<file path="src/rtl/vgaconsole_fetch_arbiter_if.sv">
// Character-buffer port bundle: CPU write handshake plus the single shared buffer port.
// The slave view belongs to the arbiter; the master view belongs to the CPU/buffer side.
interface vgaconsole_fetch_arbiter_if;
  logic       cpu_wr_req;
  logic [6:0] cpu_wr_addr;
  logic [7:0] cpu_wr_data;
  logic       cpu_wr_ack;
  logic [6:0] buf_addr;
  logic       buf_we;
  logic [7:0] buf_wdata;
  logic [7:0] buf_rdata;

  modport slave (
    input  cpu_wr_req, cpu_wr_addr, cpu_wr_data, buf_rdata,
    output cpu_wr_ack, buf_addr, buf_we, buf_wdata
  );

  modport master (
    output cpu_wr_req, cpu_wr_addr, cpu_wr_data, buf_rdata,
    input  cpu_wr_ack, buf_addr, buf_we, buf_wdata
  );
endinterface

</file>
<file path="src/rtl/vgaconsole_fetch_arbiter.sv">
// VGA console scan sequencer: sync timing, one character fetch per cell, display-first port arbiter.
// Optional blinking cursor output when VGACON_CURSOR_EN is defined.
module vgaconsole_fetch_arbiter #(
  parameter int H_ACTIVE    = 1024,
  parameter int H_FP        = 24,
  parameter int H_SYNC      = 136,
  parameter int H_BP        = 160,
  parameter int V_ACTIVE    = 768,
  parameter int V_FP        = 3,
  parameter int V_SYNC      = 6,
  parameter int V_BP        = 29,
  parameter int COLS        = 16,
  parameter int ROWS        = 6,
  parameter int CELL_W_LOG2 = 6,
  parameter int CELL_H_LOG2 = 7
) (
  input  logic                        clk,
  input  logic                        rst_n,
  vgaconsole_fetch_arbiter_if.slave   bus,
  output logic [7:0]                  char_out,
  output logic                        char_valid,
  output logic                        hsync,
  output logic                        vsync,
  output logic                        blank,
  output logic                        frame_start
`ifdef VGACON_CURSOR_EN
  ,
  input  logic [6:0]                  cursor_addr,
  output logic                        cursor_on
`endif
);

  localparam int H_TOTAL = H_ACTIVE + H_FP + H_SYNC + H_BP;
  localparam int V_TOTAL = V_ACTIVE + V_FP + V_SYNC + V_BP;
  localparam int HW      = $clog2(H_TOTAL);
  localparam int VW      = $clog2(V_TOTAL);
  localparam int CW      = CELL_W_LOG2;
  localparam int NCELLS  = COLS * ROWS;

  localparam logic [HW-1:0] H_LAST   = HW'(H_TOTAL - 1);
  localparam logic [HW-1:0] H_PRE    = HW'(H_TOTAL - 2);
  localparam logic [HW-1:0] H_ACT    = HW'(H_ACTIVE);
  localparam logic [HW-1:0] H_SLOTLM = HW'(H_ACTIVE - 2);
  localparam logic [HW-1:0] HS_BEG   = HW'(H_ACTIVE + H_FP);
  localparam logic [HW-1:0] HS_END   = HW'(H_ACTIVE + H_FP + H_SYNC);
  localparam logic [VW-1:0] V_LAST   = VW'(V_TOTAL - 1);
  localparam logic [VW-1:0] V_ACT    = VW'(V_ACTIVE);
  localparam logic [VW-1:0] VS_BEG   = VW'(V_ACTIVE + V_FP);
  localparam logic [VW-1:0] VS_END   = VW'(V_ACTIVE + V_FP + V_SYNC);
  localparam logic [CW-1:0] SLOT_PH  = CW'((1 << CW) - 2);
  localparam logic [7:0]    NCELLS_8 = 8'(NCELLS);

  logic [HW-1:0] hcnt_q, hcnt_d;
  logic [VW-1:0] vcnt_q, vcnt_d;
  logic          hsync_q, hsync_d;
  logic          vsync_q, vsync_d;
  logic          blank_q, blank_d;
  logic [7:0]    char_out_q, char_out_d;
  logic          vld_p1_q, vld_p1_d;
  logic          ack_q, ack_d;
  logic [6:0]    buf_addr_q, buf_addr_d;

  logic          fetch_p0;
  logic [6:0]    fetch_addr_p0;
  logic [HW-1:0] tgt_h;
  logic [VW-1:0] tgt_v;
  logic          grant;

  always_comb begin
    hcnt_d = (hcnt_q == H_LAST) ? '0 : hcnt_q + HW'(1);
    vcnt_d = vcnt_q;
    if (hcnt_q == H_LAST)
      vcnt_d = (vcnt_q == V_LAST) ? '0 : vcnt_q + VW'(1);

    // Sync/blank are registered from the current counters, so they lag hcnt by one clock.
    hsync_d = !(hcnt_q >= HS_BEG && hcnt_q < HS_END);
    vsync_d = !(vcnt_q >= VS_BEG && vcnt_q < VS_END);
    blank_d = !(hcnt_q < H_ACT && vcnt_q < V_ACT);

    // Fetch slot: two clocks before a visible cell; cell 0 is fetched from the end of the prior line.
    fetch_p0 = 1'b0;
    tgt_h    = hcnt_q + HW'(2);
    tgt_v    = vcnt_q;
    if (hcnt_q == H_PRE) begin
      tgt_h    = '0;
      tgt_v    = (vcnt_q == V_LAST) ? '0 : vcnt_q + VW'(1);
      fetch_p0 = (tgt_v < V_ACT);
    end else if (hcnt_q[CW-1:0] == SLOT_PH && hcnt_q < H_SLOTLM && vcnt_q < V_ACT) begin
      fetch_p0 = 1'b1;
    end
    fetch_addr_p0 = 7'((int'(tgt_v) >> CELL_H_LOG2) * COLS + (int'(tgt_h) >> CELL_W_LOG2));

    // The display owns slot cycles; the previous-cycle ack forces an idle gap between grants.
    grant          = rst_n && bus.cpu_wr_req && !fetch_p0 && !ack_q;
    bus.cpu_wr_ack = grant;
    bus.buf_we     = grant && ({1'b0, bus.cpu_wr_addr} < NCELLS_8);
    bus.buf_wdata  = bus.cpu_wr_data;

    buf_addr_d = buf_addr_q;
    if (fetch_p0)
      buf_addr_d = fetch_addr_p0;
    else if (grant)
      buf_addr_d = bus.cpu_wr_addr;
    bus.buf_addr = buf_addr_d;

    ack_d      = grant;
    vld_p1_d   = fetch_p0;
    char_out_d = vld_p1_q ? bus.buf_rdata : char_out_q;
  end

  always_ff @(posedge clk) begin
    if (!rst_n) begin
      hcnt_q     <= '0;
      vcnt_q     <= '0;
      hsync_q    <= 1'b1;
      vsync_q    <= 1'b1;
      blank_q    <= 1'b1;
      char_out_q <= '0;
      vld_p1_q   <= 1'b0;
      ack_q      <= 1'b0;
      buf_addr_q <= '0;
    end else begin
      hcnt_q     <= hcnt_d;
      vcnt_q     <= vcnt_d;
      hsync_q    <= hsync_d;
      vsync_q    <= vsync_d;
      blank_q    <= blank_d;
      char_out_q <= char_out_d;
      vld_p1_q   <= vld_p1_d;
      ack_q      <= ack_d;
      buf_addr_q <= buf_addr_d;
    end
  end

  assign hsync       = hsync_q;
  assign vsync       = vsync_q;
  assign blank       = blank_q;
  assign char_valid  = !blank_q;
  assign char_out    = char_out_q;
  assign frame_start = rst_n && (hcnt_q == '0) && (vcnt_q == '0);

`ifdef VGACON_CURSOR_EN
  logic [5:0] frame_cnt_q, frame_cnt_d;
  logic [6:0] addr_p1_q;
  logic [6:0] cell_q, cell_d;
  logic       cursor_on_q, cursor_on_d;

  // Cell index travels with the fetched character so the cursor lines up with char_out.
  always_comb begin
    frame_cnt_d = frame_start ? frame_cnt_q + 6'd1 : frame_cnt_q;
    cell_d      = vld_p1_q ? addr_p1_q : cell_q;
    cursor_on_d = !blank_d && (cell_d == cursor_addr) && frame_cnt_q[5];
  end

  always_ff @(posedge clk) begin
    addr_p1_q <= fetch_addr_p0;
    cell_q    <= cell_d;
  end

  always_ff @(posedge clk) begin
    if (!rst_n) begin
      frame_cnt_q <= '0;
      cursor_on_q <= 1'b0;
    end else begin
      frame_cnt_q <= frame_cnt_d;
      cursor_on_q <= cursor_on_d;
    end
  end

  assign cursor_on = cursor_on_q;
`endif

endmodule

</file>
<file path="src/flat_wrapper.sv">
// flat-port wrapper written by rule: the top's interface ports become plain ports
module vgaconsole_fetch_arbiter_flat 
#(
  parameter int H_ACTIVE    = 1024,
  parameter int H_FP        = 24,
  parameter int H_SYNC      = 136,
  parameter int H_BP        = 160,
  parameter int V_ACTIVE    = 768,
  parameter int V_FP        = 3,
  parameter int V_SYNC      = 6,
  parameter int V_BP        = 29,
  parameter int COLS        = 16,
  parameter int ROWS        = 6,
  parameter int CELL_W_LOG2 = 6,
  parameter int CELL_H_LOG2 = 7
)
  (clk, rst_n, char_out, char_valid, hsync, vsync, blank, frame_start, bus_cpu_wr_req, bus_cpu_wr_addr, bus_cpu_wr_data, bus_buf_rdata, bus_cpu_wr_ack, bus_buf_addr, bus_buf_we, bus_buf_wdata);
  vgaconsole_fetch_arbiter_if bus_i ();
  input  logic clk;
  input  logic rst_n;
  output logic [7:0] char_out;
  output logic char_valid;
  output logic hsync;
  output logic vsync;
  output logic blank;
  output logic frame_start;
  input wire logic [$bits(bus_i.cpu_wr_req)-1:0] bus_cpu_wr_req;
  input wire logic [$bits(bus_i.cpu_wr_addr)-1:0] bus_cpu_wr_addr;
  input wire logic [$bits(bus_i.cpu_wr_data)-1:0] bus_cpu_wr_data;
  input wire logic [$bits(bus_i.buf_rdata)-1:0] bus_buf_rdata;
  output wire logic [$bits(bus_i.cpu_wr_ack)-1:0] bus_cpu_wr_ack;
  output wire logic [$bits(bus_i.buf_addr)-1:0] bus_buf_addr;
  output wire logic [$bits(bus_i.buf_we)-1:0] bus_buf_we;
  output wire logic [$bits(bus_i.buf_wdata)-1:0] bus_buf_wdata;
  assign bus_i.cpu_wr_req = bus_cpu_wr_req;
  assign bus_i.cpu_wr_addr = bus_cpu_wr_addr;
  assign bus_i.cpu_wr_data = bus_cpu_wr_data;
  assign bus_i.buf_rdata = bus_buf_rdata;
  assign bus_cpu_wr_ack = bus_i.cpu_wr_ack;
  assign bus_buf_addr = bus_i.buf_addr;
  assign bus_buf_we = bus_i.buf_we;
  assign bus_buf_wdata = bus_i.buf_wdata;
  vgaconsole_fetch_arbiter #(.H_ACTIVE(H_ACTIVE), .H_FP(H_FP), .H_SYNC(H_SYNC), .H_BP(H_BP), .V_ACTIVE(V_ACTIVE), .V_FP(V_FP), .V_SYNC(V_SYNC), .V_BP(V_BP), .COLS(COLS), .ROWS(ROWS), .CELL_W_LOG2(CELL_W_LOG2), .CELL_H_LOG2(CELL_H_LOG2)) u_core (.clk(clk), .rst_n(rst_n), .bus(bus_i), .char_out(char_out), .char_valid(char_valid), .hsync(hsync), .vsync(vsync), .blank(blank), .frame_start(frame_start));
endmodule
</file>
<file path="config.mk">
export PLATFORM = sky130hd
export DESIGN_NAME = vgaconsole_fetch_arbiter_flat
export DESIGN_NICKNAME = d
export VERILOG_FILES = /design/src/rtl/vgaconsole_fetch_arbiter_if.sv /design/src/rtl/vgaconsole_fetch_arbiter.sv /design/src/flat_wrapper.sv
export SDC_FILE = /design/constraint.sdc
export NUM_CORES = 1
export LEC_CHECK = 0
export BUFFER_PORTS_ARGS = -buffer_cell sky130_fd_sc_hd__buf_2
export CAP_MARGIN = 20
export CORE_AREA = 2 2 69 71
export CTS_BUF_LIST = sky130_fd_sc_hd__clkbuf_8
export DETAILED_ROUTE_END_ITERATION = 12
export DIE_AREA = 0 0 71 73
export PLACE_DENSITY_LB_ADDON = 0.08
export SLEW_MARGIN = 20
export SYNTH_ARGS = -nofsm -noshare
export SYNTH_HDL_FRONTEND = slang
export SYNTH_SLANG_ARGS = --single-unit
</file>
<file path="constraint.sdc">
create_clock -name clk -period 3.8 [get_ports clk]
set_input_delay 0.57 -clock clk [delete_from_list [all_inputs] [get_ports clk]]
set_output_delay 0.57 -clock clk [all_outputs]
set_load 0.1 [all_outputs]
</file>
==> Word-level counts from Yosys, hierarchy flattened <==
Index checks and enable logic that the tools add are counted.
{ "totals": {"regBits": 41, "output_inout_bits": 30, "elab_cells": 54} }
{ "classes": {"n_addsub": 4, "mux": 7, "bitwise": 1, "reduce_logical": 20, "n_eq_ne": 4, "n_lt_le_gt_ge": 9} }
{ "op_table": {"columns": ["op", "count"], "rows": [
  ["$lt A10 B10 Y1 const B", 3],
  ["$eq A11 B11 Y1 const B", 2],
  ["$lt A11 B11 Y1 const B", 2],
  ["$mux W10", 2],
  ["$mux W7", 2],
  ["$add A11 B1 Y11 const B", 1],
  ["$add A11 B2 Y11 const B", 1],
  ["$ge A11 B11 Y1 const B", 1],
  ["$logic_and A1 B1 Y1", 11],
  ["$logic_not A11 Y1", 1],
  ["$lt A11 B10 Y1 const B", 1],
  ["$mux W11", 1],
  ["$add A10 B1 Y10 const B", 1],
  ["$eq A10 B10 Y1 const B", 1],
  ["$ge A10 B10 Y1 const B", 1],
  ["$logic_not A10 Y1", 1],
  ["$add A7 B5 Y7", 1],
  ["$lt A7 B7 Y1 const B", 1],
  ["$eq A6 B6 Y1 const B", 1],
  ["$logic_not A1 Y1", 6],
  ["$mux W1", 2],
  ["$reduce_or A2 Y1", 1],
  ["$not A1 Y1", 1]
]} }

==> Logic depth before layout (Yosys ltp) <==
{ "logic_depth": {"word_depth": 10, "mapped_depth": 13, "ltp_nobuf": 12} }

==> Worst setup path before layout <==
OpenSTA, ideal clock, no wires.
{ "synth_path": {"kind": "reg-to-output", "start": "register u_core.hcnt_q[6]", "end": "output bus_buf_addr[6]", "stages_incl_launch_ff": 13, "setup_slack_ns": -1.175, "n_path_buf": 2, "t_arrival_ns": 4.405, "cell_sequence": "dfxtp_1 buf_2 or3b_4 or3_1 buf_2 nor3_1 xor2_1 ha_1 ha_1 inv_1 a311oi_1 a311oi_2 nor3_1"} }
{ "synth_via": {"elab_chain_cells": 10, "elab_cells_between_ends": 15, "cone_classes": "add/sub: 2; order compare: 1; eq/ne: 1; mux: 6; reduce/logical: 5"} }
{ "synth_rtl": {"columns": ["item", "line", "rtl"], "rows": [
  ["start, declared", "vgaconsole_fetch_arbiter.sv:53", "logic [HW-1:0] hcnt_q, hcnt_d;"],
  ["start signal, assigned", "vgaconsole_fetch_arbiter.sv:123", "hcnt_q <= hcnt_d;"],
  ["branches (longest 9 deep; another with $add A11 B2 Y11)", null, null],
  ["$mux W7 *", "vgaconsole_fetch_arbiter.sv:100", "if (fetch_p0)"],
  ["end, declared", "flat_wrapper.sv:32", "output wire logic [$bits(bus_i.buf_addr)-1:0] bus_buf_addr;"]
]} }
Mark *: on every way between the ends.

==> Final worst setup path <==
{ "layout_path": {"start": "register u_core.hcnt_q[8]", "end": "output bus_buf_addr[6]"} }
Same word-level chain as after synthesis.

==> impl_metrics.yaml <==
run_status:
  status: "completed"
power:
  p_seq_frac: 0.480
  pwr-share-clk: 0.379
  powerDensity_nw_per_um2: 332
  pwr-share-comb: 0.141
  netSwitchingPower_w: 0.000257
  power.total_w: 0.000922
  vdd_ir_drop_max_mv: 0.213
  swShare: 0.278
  internal_power_w: 0.000665
  p_leak_nw: 1.11
floorplan:
  num_rows: 25
  coreArea_um2: 4540
  die_x_um: 71
  start_util: 0.532
  die_height_um: 73
  die_area_um2: 5180
  pin_count: 56
worst_setup_path:
  arrival_ps: 3060
  r2r_cells: 10
  rr_startpoint: "u_core.hcnt_q[8]"
  path_max_fanout: 6
  cp-start-kind: "register"
  critical_path_class: "reg2out"
  endpoint_kind: "output port"
  required_ps: 3230
  r2r_slack_ps: 1130
  reg2reg_to: "u_core.buf_addr_q[6]"
  cp-startpoint: "u_core.hcnt_q[8]"
  crit_end: "bus_buf_addr[6]"
finish:
  register_area_um2: 831
  multi_input_area_um2: 1460
  diodes: 0
  final_nets: 351
  drive_gt1_frac: 0.246
  synthToLayoutAreaGrowth_pct: 15.2
  fillerInstances: 426
hold_path:
  min_from: "u_core.hcnt_q[0]"
  hp-class: "reg2reg"
route:
  via_per_inst: 5.49
  via_count: 2037
  drt_drc_violations_left: 0
  wl_um: 5060
  drt_iter0_markers: 129
  firstDrtPassIters: 4
  wl_per_cell_um: 13.6
  postRouteAntennaNets: 0
clock_network:
  cts_buffer_depth: 2
  cts-root-buf: "clkbuf_8"
  cts_buffers: 5
  path_clk_slew_ps: 80
  clock_latency_ps: 300
  clkSinkCount: 41
  cts_tree: "yes"
  htreeDepth: 2
yosys:
  syn_area_per_cell_um2: 8.37
  netlist_area_um2: 2410
  synth_edf_count: 0
  ys_types: 46
  synth_top_area_cell: "dfxtp_1"
  syn_nets: 323
  synthTopCellsByArea: "dfxtp_1 (34%), mux2i_1 (7.1%), ha_1 (4.7%), nor2_1 (4.7%), xor2_1 (4.4%)"
  postSynthCellCount: 288
  ys_ff_latch: 41
  synthFlopType: "dfxtp_1"
  synth_top_area_frac: 0.340
  synth-warning-count: 0
  async_flop_share: 0
  synth-seq-area-share: 0.340
sta:
  layout_setup_ws_ps: 173
  finalClockSkew_ps: 7.64
  slew_viol_final: 0
  fmax_ghz: 0.276
  timing.final.hold_violations: 0
  relSlewSlack: 0.634
  finalSetupViolations: 0
  period_share: 0.954
  worst_slew_pin_slew_ps: 543
  layout_min_cycle_time_ps: 3630
global_route:
  gr-total-overflow: 0
  grt_pass1_vias: 1754
  antenna_found_initial: 0
  grt_pass1_wl_um: 8260
  grtUsageTotal: 0.202
  grt_max_degree: 31
flow_run:
  cap_viol_max_count: 0
place:
  post-dp-hpwl_um: 3660
  dpl_worst_slack_ps: 273
  placement.io_buffers: 39
  gp_congestion: 0.851
power by group through the flow:
stage               Combinational, W  Sequential [W]  Clock, W
floorplan                   0.000140        0.000455         0
global placement            0.000131        0.000452         0
detailed placement          0.000131        0.000453         0
CTS                         0.000131        0.000443  0.000361
global route                0.000138        0.000443  0.000374
finish                      0.000130        0.000442  0.000349
worst max-delay path, cell delays in order, from the launching register on:
cell and delay, ps:
dfxtp_4 380, or3b_4 390, or3_4 430, nor3_2 200, xor2_1 160, ha_1 160
ha_1 160, inv_1 60, a311oi_2 260, a311oi_2 80, nor3_2 270, buf_12 210
synth_stat cells, drive strengths merged, types with 2 or more instances:
library cell	number
and3	2
a21oi	3
mux2	5
nor4	4
clkbuf	13
nor3	11
nor2b	9
a21boi	3
o211ai	3
o21a	5
nand2	27
or3b	2
o22ai	5
and2	5
nand3	12
inv	8
a311oi	2
dfxtp	41
mux2i	17
nor4b	5
ha	9
xor2	12
xnor2	11
or3	4
buf	14
or4	2
nand4	7
o21ai	5
nor2	30
cell type report:
type / count / share of cell area
flip-flops and latches: 41 / 0.299
clock buffers: 5 / 0.0248
repair buffers: 48 / 0.100
multi-input cells: 212 / 0.526
clock inverters: 3 / 0.0153
well taps: 54 / 0.0243
inverters: 8 / 0.0108
what timing repair did:
| item | 4_1_cts | 5_1_grt |
|---|---|---|
| endpoints found under the setup margin | 1 | 3 |
| buffers inserted | 0 | 5 |
| pin swaps | 0 | 3 |
| hold buffers | 0 | 0 |
| resized for setup | 2 | 9 |
registers in the layout, summed over array words and instances, names as in the netlist:
name	cells
u_core.buf_addr_q	7
u_core.vcnt_q	10
u_core.vsync	1
u_core.char_out	8
u_core.hsync	1
u_core.blank	1
u_core.ack_q	1
u_core.vld_p1_q	1
u_core.hcnt_q	11
metrics by stage:
step	cell area (µm²)	util	setup TNS (ps)	hold slack [ps]	instances
floorplan	2430	-	-323	441	288
global placement	2600	0.573	0	465	358
global route	2780	0.612	-16.2	517	371
finish	2780	0.612	0	498	371
CTS	2710	0.598	0	492	366
detailed placement	2600	0.573	0	473	358
worst min-delay path by stage:
stage	to	slack (ps)	cells after the start
floorplan	u_core.hcnt_q[0]	440	1
finish	u_core.hcnt_q[0]	500	1
detailed placement	u_core.hcnt_q[0]	470	1
global placement	u_core.hcnt_q[0]	470	1
global route	u_core.hcnt_q[0]	520	1
CTS	u_core.hcnt_q[0]	490	1
layout by cell type (no fill, tap or decap), types with 7 or more instances in the layout:
| cell | Yosys | layout |
|---|---|---|
| nand3_1 | 12 | 12 |
| nor3_1 | 11 | 9 |
| nor2b_1 | 9 | 9 |
| xnor2_1 | 11 | 11 |
| ha_1 | 9 | 8 |
| nor2_1 | 30 | 30 |
| nand2_1 | 27 | 27 |
| buf_4 | 9 | 9 |
| dfxtp_1 | 41 | 35 |
| mux2i_1 | 17 | 17 |
| inv_1 | 8 | 9 |
| nand4_1 | 7 | 7 |
| buf_2 | 5 | 38 |
| xor2_1 | 12 | 12 |
cells by family after synthesis:
family	Yosys count	share of synthesized area
muxes	22	0.0939
AOI/OAI and AO/OA	31	0.0903
and+or+nand+nor	127	0.274
adders and majority gates	9	0.0467
xor gates and xnor gates	23	0.0835
DFF	41	0.340
buffers and inverters	35	0.0711
metal layers:
metal  part of all wire  track usage  vias up
li1                   -            -     1051
met1               0.48        0.285      921
met2               0.44        0.299       55
met3              0.053       0.0442       10
met4              0.021       0.0839        0
met5                  0            0        -
Note: power is estimated with default switching activity, not from simulation.
